`src/rtl/gray_pkg.sv`:
```
// Shared types and constants for the Gray-code conversion arbiter.
// Latency: n/a (types, constants and a pure combinational helper only).
// Backpressure: n/a.
package gray_pkg;

  localparam int GRAY_W = 4;
  localparam int N_REQ  = 2;

  typedef enum logic [1:0] {
    IDLE = 2'd0,
    CONV = 2'd1,
    RESP = 2'd2
  } state_t;

  // MSB passes straight through; each lower bit folds in the running
  // parity of everything above it.
  function automatic logic [GRAY_W-1:0] gray_to_bin(input logic [GRAY_W-1:0] g);
    logic [GRAY_W-1:0] b;
    b = '0;
    b[GRAY_W-1] = g[GRAY_W-1];
    for (int i = GRAY_W - 2; i >= 0; i--) begin
      b[i] = b[i+1] ^ g[i];
    end
    return b;
  endfunction

endpackage

```
`src/rtl/gray2bin.sv`:
```
// Combinational 4-bit Gray-to-binary converter.
// Latency: 0 cycles (purely combinational).
// Backpressure: none; output follows input.
// Ports: gray - Gray-coded input; bin - binary equivalent.
module gray2bin
  import gray_pkg::*;
(
  input  logic [GRAY_W-1:0] gray,
  output logic [GRAY_W-1:0] bin
);

  always_comb begin
    bin = gray_to_bin(gray);
  end

endmodule

```
`src/rtl/gray_conv_arb.sv`:
```
// Two-requester arbiter sharing one Gray-to-binary converter.
// Latency: accept in cycle T -> rsp_valid in cycle T+2; next accept no earlier than T+3.
// Backpressure: holds the result in RESP while rsp_ready is low; req_ready stays 0 meanwhile.
// Ports: clk/rst (sync, active-high); req_valid/req_gray0/req_gray1 in, req_ready one-hot grant out;
//        rsp_valid/rsp_id/rsp_bin out with rsp_ready in; busy high whenever not IDLE.
module gray_conv_arb
  import gray_pkg::*;
#(
  parameter int RR_EN = 1
) (
  input  logic              clk,
  input  logic              rst,
  input  logic [N_REQ-1:0]  req_valid,
  input  logic [GRAY_W-1:0] req_gray0,
  input  logic [GRAY_W-1:0] req_gray1,
  output logic [N_REQ-1:0]  req_ready,
  output logic              rsp_valid,
  output logic              rsp_id,
  output logic [GRAY_W-1:0] rsp_bin,
  input  logic              rsp_ready,
  output logic              busy
);

  state_t            state;
  logic              last_grant;  // index of the requester granted most recently
  logic              winner;
  logic              accept;
  logic [GRAY_W-1:0] gray_sel;
  logic [GRAY_W-1:0] gray_q;
  logic [GRAY_W-1:0] bin_conv;
  logic [GRAY_W-1:0] bin_q;
  logic              id_q;

  // Tie-break: round-robin favours the requester not granted last,
  // fixed priority always favours requester 0.
  always_comb begin
    winner = 1'b0;
    case (req_valid)
      2'b10:   winner = 1'b1;
      2'b11:   winner = (RR_EN != 0) ? ~last_grant : 1'b0;
      default: winner = 1'b0;
    endcase
  end

  // Grant is only offered from IDLE, and never while reset is applied.
  always_comb begin
    req_ready = '0;
    if (!rst && (state == IDLE) && (req_valid != '0)) begin
      req_ready[winner] = 1'b1;
    end
  end

  assign accept   = |(req_valid & req_ready);
  assign gray_sel = winner ? req_gray1 : req_gray0;

  gray2bin u_gray2bin (
    .gray (gray_q),
    .bin  (bin_conv)
  );

  always_ff @(posedge clk) begin
    if (rst) begin
      state      <= IDLE;
      last_grant <= 1'b1;  // "last was 1" makes requester 0 win the first tie
      gray_q     <= '0;
      id_q       <= 1'b0;
      bin_q      <= '0;
    end else begin
      case (state)
        IDLE: begin
          if (accept) begin
            gray_q     <= gray_sel;
            id_q       <= winner;
            last_grant <= winner;
            state      <= CONV;
          end
        end
        CONV: begin
          bin_q <= bin_conv;
          state <= RESP;
        end
        RESP: begin
          if (rsp_ready) begin
            state <= IDLE;
          end
        end
        default: state <= IDLE;
      endcase
    end
  end

  assign rsp_valid = (state == RESP);
  assign rsp_id    = id_q;
  assign rsp_bin   = bin_q;
  assign busy      = (state != IDLE);

endmodule

```
`config.mk`:
```
export PLATFORM = sky130hd
export DESIGN_NAME = gray_conv_arb
export DESIGN_NICKNAME = d
export VERILOG_FILES = /design/src/rtl/gray_pkg.sv /design/src/rtl/gray2bin.sv /design/src/rtl/gray_conv_arb.sv
export SDC_FILE = /design/constraint.sdc
export NUM_CORES = 1
export LEC_CHECK = 0
export CORE_MARGIN = 3
export CORE_UTILIZATION = 35
export DETAILED_ROUTE_END_ITERATION = 8
export PLACE_DENSITY = 0.67
export SLEW_MARGIN = 20
export SYNTH_ARGS = -nofsm -noshare
export SYNTH_HDL_FRONTEND = slang
export SYNTH_SLANG_ARGS = --single-unit
```
`constraint.sdc`:
```
create_clock -name clk -period 4 [get_ports clk]
set_clock_uncertainty 0.05 [all_clocks]
set_input_delay 1.2 -clock clk [delete_from_list [all_inputs] [get_ports clk]]
set_output_delay 1.2 -clock clk [all_outputs]
set_load 0.05 [all_outputs]
```
After elaboration in Yosys (flattened, before gate mapping)
Index checks and enable logic that the tools add are counted.
{"block": "totals", "reg_bits": 12, "inputBits": 13, "out_inout_bits": 9, "elab_cells": 36}
{"block": "classes", "order_cmp": 2, "eq_ne": 6, "muxes": 8, "bitwise": 5, "reduce_logical": 10}
{"op": "2-bit == test (second input constant)", "count": 3}
{"op": "2-bit two-way mux", "count": 3}
{"op": "2-bit one-hot mux with 3 select lines", "count": 1}
{"op": "4-bit two-way mux", "count": 1}
{"op": "2-bit AND reduction", "count": 2}
{"op": "2-bit nonzero test", "count": 2}
{"op": "1-bit logical AND", "count": 3}
{"op": "1-bit bitwise XOR", "count": 3}
{"op": "2-bit bitwise AND", "count": 1}
{"op": "2-bit by 1-bit == test with 1-bit output (second input constant)", "count": 1}
{"op": "2-bit logical NOT", "count": 1}
{"op": "1-bit by 2-bit less-than comparator with 1-bit output (second input constant)", "count": 1}
{"op": "2-bit by 1-bit inequality test with 1-bit output (second input constant)", "count": 1}
{"op": "2-bit inequality test (second input constant)", "count": 1}
{"op": "1-bit one-hot mux with 2 select lines", "count": 1}
{"op": "2-bit OR reduction", "count": 1}
{"op": "1-bit demux with 1-bit select", "count": 1}
{"op": "1-bit greater-or-equal comparator (second input constant)", "count": 1}
{"op": "1-bit logical NOT", "count": 1}
{"op": "1-bit two-way mux", "count": 1}
{"op": "1-bit NOT", "count": 1}

Depth between registers and ports, before layout
{"block": "logic_depth", "ltp_word": 11, "depth_mapped": 4, "ltp_nobuf": 3}

Cells and area by module
Synthesis repeated with hierarchy kept, for this count alone.
{"block": "unflattened", "cells_unflattened": 58, "area_unflattened_um2": 579.3}
{"module": "gray_conv_arb", "instances": 1, "cells_per_inst": 53, "area_each_um2": 529.3, "seq_area_each_um2": 240.2}
{"module": "gray2bin", "instances": 1, "cells_per_inst": 5, "area_each_um2": 50.0, "seq_area_each_um2": 0.0}

Least setup slack after synthesis
No wires, ideal clock.
{"block": "synth_timing", "kind": "input -> output", "start": "input port rst", "end": "output port req_ready[0]", "t_arrival_ps": 2487, "t_required_ps": 2750, "setup_slack_ps": 263, "stages": 4, "path_buffers": 1, "cell_sequence": "o21ba_2 > and2_1 > clkbuf_1 > nor2b_1"}
{"block": "synth_via", "elab_chain_len": 4}
{"element": "start: declaration", "line": "gray_conv_arb.sv:12", "rtl": "input logic rst,"}
{"element": "1-bit logical NOT", "line": "gray_conv_arb.sv:48", "rtl": "if (!rst && (state == IDLE) && (req_valid != '0)) begin"}
{"element": "1-bit logical AND (2 in series)", "line": "gray_conv_arb.sv:48"}
{"element": "2-bit two-way mux", "line": "gray_conv_arb.sv:48"}
{"element": "end: declaration", "line": "gray_conv_arb.sv:16", "rtl": "output logic [N_REQ-1:0] req_ready,"}
Every way passes these cells.

Worst setup path in the final report
{"block": "layout_timing", "start": "input port req_valid[0]", "end": "output port req_ready[0]"}
{"block": "layout_via", "elab_chain_len": 7, "elab_cells_between_ends": 11, "classes_between": "order compare: 2; eq/ne: 2; mux: 4; reduce/logical: 3"}
{"element": "start: declaration", "line": "gray_conv_arb.sv:13", "rtl": "input logic [N_REQ-1:0] req_valid,"}
{"element": "2-bit == test", "line": "gray_conv_arb.sv:38", "rtl": "case (req_valid)"}
{"element": "1-bit one-hot mux with 2 select lines", "line": "gray_conv_arb.sv:38"}
{"element": "1-bit by 2-bit less-than comparator with 1-bit output (implied by the code) or 1-bit greater-or-equal comparator (tied branches)", "line": "gray_conv_arb.sv:49", "rtl": "req_ready[winner] = 1'b1;"}
{"element": "1-bit logical AND (implied by the code)", "line": "gray_conv_arb.sv:49"}
{"element": "1-bit two-way mux (implied by the code)", "line": "gray_conv_arb.sv:49"}
{"element": "1-bit demux with 1-bit select", "line": "gray_conv_arb.sv:49"}
{"element": "2-bit two-way mux *", "line": "gray_conv_arb.sv:48"}
Every way passes the cells marked *; elsewhere a longest branch is shown, timed or not.

==> summary.txt <==
input/output buffers: 21
Leak Pwr: 0.3284 nW
Final Critical Period: 3.758 ns
crit start category: input pin
setup_tns: 0 ns
worst hold slack: 0.4130 ns
Die W: 45.84 um
setup bufs post-CTS: 0
actual slew at the worst max-slew pin: 0.5006 ns
metal2 WL: 513 um
clock root buffer: clkbuf_4
first-pass GRT wire length: 2.028 mm
Layout area overhead: 54.05%
RSZ-0062 raised after global routing: no
post-synthesis cell type count: 24
Power Dens Cells: 406.2 mW/mm2
Post-Route WL: 1.160 mm
final hold violation count: 0
Detail Route Antenna Nets: 0
peak supply drop: 0.2096 mV
post-CTS sizing: 0
Syn Nets: 70
clock buffer depth: 2
WL per Instance: 11.84 um
clk slew on worst S/H paths: 0.08 ns
area of the mapped netlist: 555.5 um2
H-Tree Depth: 1
layout cell share with drive strength beyond 1: 16.87%
detailed placement HPWL: 918.5 um
CP arrival: 2.51 ns
std cell rows: 13
largest net degree at the start of global routing: 12
fin util: 61.18%
Final setup violation count: 0
vias: 503
Pwr Total: 0.3476 mW
finished layout cell area: 855.8 um2
multi-input logic area: 304.0 um2
Iter 0 DRT Violations: 6
gr ovfl total: 0
# IOs: 22
number of fill cells: 131
area of the core: 0.001399 mm2
worst-path fanout max: 6
highest metal layer with signal wires: met4
First-pass DRT Iterations: 2
initial antenna violation count: 0
largest area contributor in the netlist: dfxtp_1
n_diodes: 0
CP Data Required Time: 2.75 ns
post-synthesis register bit count: 12
Synth top area share: 43.24%
DIE AREA: 0.002101 mm2
Max transition margin: 66.52%
Mapped Cells: 57
Crit Path Class: input pin to output pin
Die Y: 45.84 um
vias in the first global route: 487
remaining routing DRC violations: 0
post-synthesis sequential area ratio: 43.24%
CTS tree: yes
Initial Utilization: 39.71%
MaxCap Viol Count: 0
met3 WL: 103 um
DR vias/cell: 5.133
hold-fix buffer count after cts: 0
placed cell area: 819.5 um2
count of pins over their slew limit: 0
gr usage total: 13.84%
Fmax achieved: 266.1 MHz
Tcrit/Tclk final: 93.95%
clk sinks: 12
status: finished clean
cts bufs inserted: 3
number of synthesis warnings: 0
wire length on met1: 531 um
register area: 240.2 um2
Avg Synthesized Cell Area: 9.746 um2
Layout Nets: 97
Worst Setup End Kind: output pin
HP Class: flip-flop to flip-flop
GPL Wtd Cong: 0.7687
Synth area leaders: dfxtp_1, mux2i_1, a211oi_1, a21oi_1, xnor3_1
worst skew pair latency: 0.27 ns
[layout by cell type, fill, tap and decap left out, types with 2 or more instances in the layout]
cell type,n
clkdlybuf4s50_1,19
dfxtp_1,12
a21oi_1,7
a211oi_1,5
mux2i_1,4
nand2_1,4
nor2b_1,3
nor2_1,3
clkbuf_4,3
buf_4,3
nand2b_1,2
buf_12,2
[where the power goes]
| group | switching [mW] | leakage, nW | internal, mW |
|---|---|---|---|
| logic | 0.0575 | 0.209 | 0.0518 |
| clock network | 0.0424 | 0.0210 | 0.0554 |
| registers | 0.00972 | 0.0988 | 0.131 |
[final cells by class]
type	instances	share of cell area [%]
Clock buffer	4	4.240
Inverter	1	0.4386
Multi-Input combinational cell	42	35.53
Sequential cell	12	28.07
Tap cell	15	2.193
Timing Repair Buffer	24	29.53
[stage by stage]
stage	setup slack [ns]	std cells
6_report	0.2419	98
4_1_cts	0.2425	98
2_1_floorplan	0.2629	57
3_5_place_dp	0.2696	94
5_1_grt	0.1448	98
3_3_place_gp	0.2705	94
[synth_stat cells]
library cell,n
nor4b_1,1
nor2_2,1
and2_1,1
xnor3_1,1
o21ba_2,1
or3b_2,1
a32oi_1,1
nor2b_1,3
dfxtp_1,12
a21oi_1,7
clkbuf_1,2
nand2_1,4
inv_1,1
a211oi_2,1
and3_1,1
xnor2_1,1
a211o_1,1
xor2_1,1
a211oi_1,5
mux2i_1,4
or2_1,1
a21boi_2,1
nand2b_1,2
nor2_1,3
[logic make-up after synthesis]
kind of cell              share of synthesized area, %
and+or+nand+nor                                  18.02
AOI/OAI and AO/OA                                22.30
DFF                                              43.24
muxes                                            7.207
xor gates and xnor gates                         7.207
buffers and inverters                            2.027
[worst paths after layout]
check                           from                      end  slack (ns)  depth (start not counted)
max                     req_valid[0]             req_ready[0]        0.24                          5
min          rsp_bin[1]$_SDFFE_PP0N_  rsp_bin[1]$_SDFFE_PP0N_        0.41                          2
max reg2reg    state[1]$_SDFFE_PP0P_  last_grant$_SDFFE_PP1P_        2.69                          2
min reg2reg  rsp_bin[1]$_SDFFE_PP0N_  rsp_bin[1]$_SDFFE_PP0N_        0.41                          2
[sequential cells by signal, indices dropped and copies added, names as in the netlist]
name and cells:
rsp_bin 4, rsp_id 1, gray_q 4, state 2, last_grant 1
[metal layers]
metal / up-vias / global-route usage [%]
met5: - / 0
met4: 0 / 5.114
met3: 2 / 7.115
met2: 21 / 20.60
met1: 220 / 16.82
li1: 260 / -
[critical path: stages]
cell and delay, ns:
clkdlybuf4s50_1 0.54, o21ba_2 0.21, and2_1 0.16, nor2b_1 0.23, buf_12 0.17
Note: power is estimated with default switching activity, not from simulation.
